$ cat config.mk
export PLATFORM = sky130hd
export DESIGN_NAME = opl3_write_sched
export DESIGN_NICKNAME = d
export VERILOG_FILES = /design/src/rtl/opl3_ctl_pkg.sv /design/src/rtl/opl3_rr_arb.sv /design/src/rtl/opl3_write_sched.sv
export SDC_FILE = /design/constraint.sdc
export NUM_CORES = 1
export LEC_CHECK = 0
export ABC_AREA = 1
export BUFFER_PORTS_ARGS = -buffer_cell sky130_fd_sc_hd__buf_4
export CAP_MARGIN = 10
export CORE_ASPECT_RATIO = 1.75
export CORE_MARGIN = 3
export CORE_UTILIZATION = 58
export CTS_CLUSTER_SIZE = 16
export DETAILED_ROUTE_END_ITERATION = 6
export PLACE_DENSITY_LB_ADDON = 0.12
export SYNTH_ARGS = -nofsm -noshare
export SYNTH_HDL_FRONTEND = slang
export SYNTH_SLANG_ARGS = --single-unit
$ cat constraint.sdc
create_clock -name clk -period 6.2 [get_ports clk]
set_input_delay 1.86 -clock clk [delete_from_list [all_inputs] [get_ports clk]]
set_output_delay 1.86 -clock clk [all_outputs]
set_load 0.005 [all_outputs]
$ cat src/rtl/opl3_ctl_pkg.sv
// Shared types and constants for the OPL3 write scheduler.
package opl3_ctl_pkg;

   localparam int unsigned IDX_W     = 9;
   localparam int unsigned DATA_W    = 8;
   localparam int unsigned REG_COUNT = 512;
   localparam int unsigned INIT_W    = 10;

   // Port address bit 0: address phase vs data phase
   localparam logic OPL_PORT_ADDR = 1'b0;
   localparam logic OPL_PORT_DATA = 1'b1;

   typedef enum logic [2:0] {
      ST_IDLE,
      ST_ADDR,
      ST_AWAIT,
      ST_DATA,
      ST_DWAIT
   } state_t;

   // One captured register write
   typedef struct packed {
      logic [IDX_W-1:0]  idx;
      logic [DATA_W-1:0] data;
   } wr_req_t;

endpackage

$ cat src/rtl/opl3_rr_arb.sv
// Two-way round-robin arbiter; bit 0 is requester A, bit 1 is requester B.
module opl3_rr_arb
   import opl3_ctl_pkg::*;
(
   input  logic       clk,
   input  logic       rst_n,
   input  logic [1:0] valid,
   input  logic       en,
   output logic [1:0] grant_c
);

   logic last_b;

   // Grant a lone requester, or the one not served last on a tie
   always_comb begin
      grant_c = 2'b00;
      if (en) begin
         if (valid[0] && (!valid[1] || last_b)) begin
            grant_c = 2'b01;
         end else if (valid[1]) begin
            grant_c = 2'b10;
         end
      end
   end

   // Last-served pointer; starts as "B last" so A wins the first tie
   always_ff @(posedge clk or negedge rst_n) begin
      if (!rst_n) begin
         last_b <= 1'b1;
      end else if (grant_c != 2'b00) begin
         last_b <= grant_c[1];
      end
   end

endmodule

$ cat src/rtl/opl3_write_sched.sv
// Write scheduler driving the OPL3 CPU port: address/data pulse sequencing,
// requester arbitration and an optional clear-all sweep after reset.
module opl3_write_sched
   import opl3_ctl_pkg::*;
#(
   parameter int unsigned ADDR_WAIT = 2,
   parameter int unsigned DATA_WAIT = 2,
   parameter bit          INIT_EN   = 1'b1
) (
   input  logic              clk,
   input  logic              rst_n,
   input  logic              a_valid,
   output logic              a_ready,
   input  logic [IDX_W-1:0]  a_index,
   input  logic [DATA_W-1:0] a_data,
   input  logic              b_valid,
   output logic              b_ready,
   input  logic [IDX_W-1:0]  b_index,
   input  logic [DATA_W-1:0] b_data,
   output logic [1:0]        opl_addr,
   output logic [7:0]        opl_din,
   output logic              opl_we,
   output logic              busy,
   output logic              init_done
);

   localparam int unsigned MAX_WAIT = (ADDR_WAIT > DATA_WAIT) ? ADDR_WAIT : DATA_WAIT;
   localparam int unsigned CNT_W    = $clog2(MAX_WAIT + 1);

   state_t              state_q, state_d;
   logic [CNT_W-1:0]    cnt_q, cnt_d;
   logic [INIT_W-1:0]   init_cnt_q, init_cnt_d;
   wr_req_t             req_q, req_d, sel_req;
   logic [1:0]          grant_c;
   logic [1:0]          addr_d;
   logic [7:0]          din_d;
   logic                we_d, init_done_d, busy_d;

   // Requesters are only offered a slot when idle and the sweep is over
   opl3_rr_arb u_arb (
      .clk     (clk),
      .rst_n   (rst_n),
      .valid   ({b_valid, a_valid}),
      .en      ((state_q == ST_IDLE) && init_done),
      .grant_c (grant_c)
   );

   assign a_ready = grant_c[0];
   assign b_ready = grant_c[1];

   // Payload of whichever requester is granted
   always_comb begin
      sel_req.idx  = grant_c[1] ? b_index : a_index;
      sel_req.data = grant_c[1] ? b_data  : a_data;
   end

   // Next state plus next values of the registered bus outputs
   always_comb begin
      state_d     = state_q;
      cnt_d       = cnt_q;
      init_cnt_d  = init_cnt_q;
      req_d       = req_q;
      addr_d      = opl_addr;
      din_d       = opl_din;
      we_d        = 1'b0;
      init_done_d = init_done;

      unique case (state_q)
         ST_IDLE: begin
            if (!init_done) begin
               if (!INIT_EN) begin
                  init_done_d = 1'b1;
               end else begin
                  req_d.idx  = init_cnt_q[IDX_W-1:0];
                  req_d.data = '0;
                  init_cnt_d = init_cnt_q + INIT_W'(1);
                  state_d    = ST_ADDR;
               end
            end else if (grant_c != 2'b00) begin
               req_d   = sel_req;
               state_d = ST_ADDR;
            end
            if (state_d == ST_ADDR) begin
               we_d   = 1'b1;
               addr_d = {req_d.idx[8], OPL_PORT_ADDR};
               din_d  = req_d.idx[7:0];
            end
         end
         ST_ADDR: begin
            cnt_d   = CNT_W'(ADDR_WAIT - 1);
            state_d = ST_AWAIT;
         end
         ST_AWAIT: begin
            if (cnt_q == '0) begin
               state_d = ST_DATA;
               we_d    = 1'b1;
               addr_d  = {req_q.idx[8], OPL_PORT_DATA};
               din_d   = req_q.data;
            end else begin
               cnt_d = cnt_q - CNT_W'(1);
            end
         end
         ST_DATA: begin
            cnt_d   = CNT_W'(DATA_WAIT - 1);
            state_d = ST_DWAIT;
         end
         ST_DWAIT: begin
            if (cnt_q == '0) begin
               state_d = ST_IDLE;
               if (init_cnt_q[INIT_W-1]) begin
                  init_done_d = 1'b1;
               end
            end else begin
               cnt_d = cnt_q - CNT_W'(1);
            end
         end
         default: state_d = ST_IDLE;
      endcase

      busy_d = (state_d != ST_IDLE) || !init_done_d;
   end

   // State, capture and output registers
   always_ff @(posedge clk or negedge rst_n) begin
      if (!rst_n) begin
         state_q    <= ST_IDLE;
         cnt_q      <= '0;
         init_cnt_q <= '0;
         req_q      <= '0;
         opl_addr   <= '0;
         opl_din    <= '0;
         opl_we     <= 1'b0;
         init_done  <= 1'b0;
         busy       <= INIT_EN;
      end else begin
         state_q    <= state_d;
         cnt_q      <= cnt_d;
         init_cnt_q <= init_cnt_d;
         req_q      <= req_d;
         opl_addr   <= addr_d;
         opl_din    <= din_d;
         opl_we     <= we_d;
         init_done  <= init_done_d;
         busy       <= busy_d;
      end
   end

endmodule
; ---- Yosys cells after proc, flatten, opt, wreduce, memory -nomap -nowiden
; Index checks and enable logic that the tools add are counted.
[word_totals]
register_bits = 46
latch_bits = 0
ramBits = 0
mem_bits_ro = 0
mem_count = 0
[op_classes]
add_sub_neg = 2
n_mul = 0
n_div = 0
n_lt_le_gt_ge = 0
n_eq_ne = 9
shifts = 0
n_mux = 27
n_bitwise = 1
n_reduce_logical = 18
[op_table]
columns = operator, count
row1 = two-way mux 17 bit, 2
row2 = two-way mux 8 bit, 3
row3 = one-hot mux 8 bit (2 select lines), 1
row4 = two-way mux 3 bit, 5
row5 = one-hot mux 3 bit (5 select lines), 1
row6 = two-way mux 2 bit, 6
row7 = adder 10 x 1 -> 10 bit (second input constant), 1
row8 = two-way mux 9 bit, 1
row9 = one-hot mux 2 bit (2 select lines), 2
row10 = == test 3 x 1 -> 1 bit (second input constant), 2
row11 = == test 3 x 2 -> 1 bit (second input constant), 2
row12 = AND reduction 2 bit, 3
row13 = nonzero test 2 bit, 3
row14 = two-way mux 1 bit, 5
row15 = inequality test 2 x 1 -> 1 bit (second input constant), 2
row16 = inequality test 2 bit (second input constant), 2
row17 = OR reduction 2 bit, 2
row18 = == test 3 bit (second input constant), 1
row19 = zero test 3 bit, 1
row20 = AND reduction 3 bit, 1
row21 = nonzero test 3 bit, 1
row22 = logical AND 1 bit, 2
row23 = zero test 1 bit, 2
row24 = zero test 2 bit, 1
row25 = 4 further kinds, 5

; ---- Depth between registers and ports, before layout
[logic_depth]
depth_word = 12
ltp_mapped = 12
mapped_depth_nobuf = 11

; ---- Hierarchy
; Synthesis repeated with hierarchy kept, for this count alone.
[unflattened]
hier_cells = 328
hier_area_um2 = 2479.9
[modules_own_cells]
columns = mod, instances, cells_each, area_per_inst_um2, seq_area_each_um2
row1 = opl3_write_sched, 1, 318, 2409.8, 1127.3
row2 = opl3_rr_arb, 1, 10, 70.1, 26.3

; ---- Worst setup path after synthesis
; Ideal clock, no wire load.
[synth_timing]
path_type = input port to output port
from = in b_valid
to = out b_ready
arrival_time_ps = 2670
t_required_ps = 4340
slack_ps = 1670
stages = 5
n_path_buf = 1
cell_sequence = inv_1 a21oi_2 nand2_2 buf_2 inv_2
[synth_via]
elab_chain_cells = 5
[synth_rtl]
columns = element, line_no
row1 = from (decl), opl3_write_sched.sv:16  ; input logic b_valid,
row2 = zero test 1 bit, opl3_rr_arb.sv:18  ; if (valid[0] && (!valid[1] || last_b)) begin
row3 = logical OR 1 bit, opl3_rr_arb.sv:18
row4 = logical AND 1 bit, opl3_rr_arb.sv:18
row5 = two-way mux 2 bit *, opl3_rr_arb.sv:18
row6 = two-way mux 2 bit *, opl3_rr_arb.sv:17  ; if (en) begin
row7 = to (decl), opl3_write_sched.sv:17  ; output logic b_ready,
; Mark *: on every way between the ends. The rest lies on a longest branch, timed or not.

; ---- Final worst setup path
; Same ends and word-level chain as after synthesis.

==> flow_summary.ini <==
[timing]
grt_setup_unrepaired = no
fmax_mhz = 205
finalHoldViolCount = 0
final-setup-viol-count = 0
layout_setup_ws_ps = 1320
period_share = 0.788
slew_viol_final = 0
relSlewSlack = 0.555
fin_crit_ps = 4880
tightest_slew_ps = 666
whs_ps = 486
clock_skew_ps = 14.0
finalSetupTns_ps = 0

[worst_setup_path]
rrSetupSlack_ps = 3900
crit_path_start = b_valid
required_ps = 4340
cp_common_cell = buf_4
critical_path.endpoint = b_ready
critical_path.slowest_cell = a21oi_2
cp-start-kind = input pin
regToRegStartpoint = state_q[2]
worst-setup-path-type = input pin to primary output
max_stage_delay_ps = 340
cp.arrival_ps = 3020
reg2regPathDepth = 8
crit_fanout = 19
cp_cell_sequence = buf_4, inv_1, a21oi_2, nand2_2, inv_2, buf_4
end_kind = primary output
r2r-end = opl_din[1]

[final_layout]
final_layout_size_suffix_gt1_frac = 0.204
nets = 423
syn2layout_area_growth_pct = 19.5
antenna_cells = 0
utilization = 0.739

[clocking]
cts_buffer_depth = 2
cts_hold_buf = 0
post_cts_resized = 0
cts_made_buffers = 5
cts_root_buf = clkbuf_8
htree_levels = 2
clkTransAtPathRegs_ps = 80
cts_tree = built
cts.sinks = 46
clkLatencyLatePin_ps = 300
postCtsSetupBuffers = 0

[placed_design]
place_hpwl_mm = 4.08
gp_congestion = 0.841
port_buffers = 52
dpl_worst_slack_ps = 1320

[drt]
drt-total-wl_mm = 5.38
viasPerCell = 5.02
drtIter0Drc = 60
drtAntennaViolNets = 0
route.detailed.drc = 0
dr.pass1.iters = 4
wl_per_cell_um = 12.5
vias = 2165

[synthesis]
synthTopCellsByArea = dfrtp_1, nand2_1, inv_1
ys_ff_latch = 46
synth_top_cell_by_area = dfrtp_1
syn-mean-instance-area_um2 = 7.39
synth_fp_nets = 373
synth_top_area_share = 0.447
yosysSeqAreaShare = 0.468
ys_types = 31
synthesis.area_um2 = 2460
synthCells = 333
ys_warn_count = 0

[global_route]
grtUsageTotal = 0.224
grt_pass1_vias = 2054
grt.overflow.total = 0
antenna_found_initial = 0
grt_max_degree = 47
grt_pass1_wl_mm = 9.14

[floorplan]
start_util = 0.619
fp.dieH_um = 92.2
rows = 30
core_area_um2 = 3980
die_w_um = 55.3
die_area_um2 = 5090
io_pins = 53

[power]
p_comb_frac = 0.062
leakage_uw = 0.00166
irDropWorstVdd_mv = 0.171
power_frac_seq = 0.596
clkPwrFrac = 0.342
p_int_uw = 394
sw_frac_of_total = 0.220
power.switching_uw = 111
p_per_area_nw_per_um2 = 172

[worst_hold_path]
hp-class = flip-flop to flip-flop

[outcome]
status = complete, no violations

[flow_run]
maxCapViolCount = 0
## kinds of logic (layout without fill, tap and decap cells)
group | count (synthesis) | after routing | synth area share
compound gates | 47 | 47 | 0.107
fa+ha+maj | 2 | 2 | 0.0102
simple gates | 165 | 165 | 0.278
buf+inv | 64 | 114 | 0.104
flops | 46 | 46 | 0.468
xor+xnor | 9 | 9 | 0.0320
## area by class of cell
type                            instances  area, um2
Tap cell                               48       60.1
Fill cell                             326       1040
Clock inverter                          2       10.0
Multi-Input combinational cell        223       1050
Sequential cell                        46       1150
Timing Repair Buffer                   52        390
Clock buffer                            5       68.8
Inverter                               55        206
## cell usage in the layout (no fill, tap or decap), types with 2 or more instances in the layout
master     n
nand2_1   96
buf_4     52
inv_1     51
dfrtp_1   44
nor2_1    33
nand3_1   25
o21ai_0   21
o21ai_1   17
xor2_1     8
or2_2      5
clkbuf_8   5
inv_2      4
nor2_2     2
o22ai_1    2
ha_1       2
dfstp_2    2
clkinv_2   2
## synth_stat cells, drive strengths merged
master / count
nor2: 36
nand2: 97
a31oi: 1
ha: 2
dfstp: 2
o31ai: 1
or2: 5
o22ai: 2
a21oi: 3
inv: 55
dfrtp: 44
o21ai: 39
xnor2: 1
o21a: 1
clkbuf: 4
nand3: 26
nor3: 1
xor2: 8
buf: 5
## critical path, delay by kind of cell
| kind | cells | cell delay, ps |
|---|---|---|
| and+or+nand+nor | 1 | 320 |
| buffers and inverters | 4 | 490 |
| AOI/OAI and AO/OA | 1 | 340 |
## worst min path at each step
stage               slack (ps)  cells after the start  startpoint    endpoint
global route               510                      2    req_q[3]    req_q[3]
global placement           460                      2  opl_din[2]  opl_din[2]
floorplan                  450                      1    cnt_q[0]    cnt_q[0]
CTS                        490                      1    cnt_q[0]    cnt_q[0]
finish                     490                      2    req_q[3]    req_q[3]
detailed placement         470                      2   req_q[13]   req_q[13]
## power by group through the flow
stage	registers, uW	logic [uW]	clock network, uW
6_report	301	31.5	172
3_3_place_gp	307	31.5	0
5_1_grt	301	35.6	190
3_5_place_dp	307	32.1	0
4_1_cts	301	32.2	176
2_1_floorplan	307	7.16	0
## per-stage QoR
step | std cells | area (um2) | power (uW)
after detailed placement | 424 | 2860 | 339
after CTS | 431 | 2940 | 508
after floorplan | 333 | 2460 | 314
after global placement | 424 | 2860 | 338
after global routing | 431 | 2940 | 526
final | 431 | 2940 | 505
## state kept, by name, summed over array words and instances, names as in the netlist
register,flops
opl_we,1
u_arb.last_b,1
init_done,1
opl_addr,2
opl_din,8
init_cnt_q,10
busy,1
state_q,3
cnt_q,2
req_q,17
## per-layer routing
layer | share of wire | global-route usage
met1 | 0.40 | 0.253
met2 | 0.52 | 0.394
met3 | 0.044 | 0.0408
met4 | 0.040 | 0.112
met5 | 0 | 0
Power figures use the tool's default switching activity.
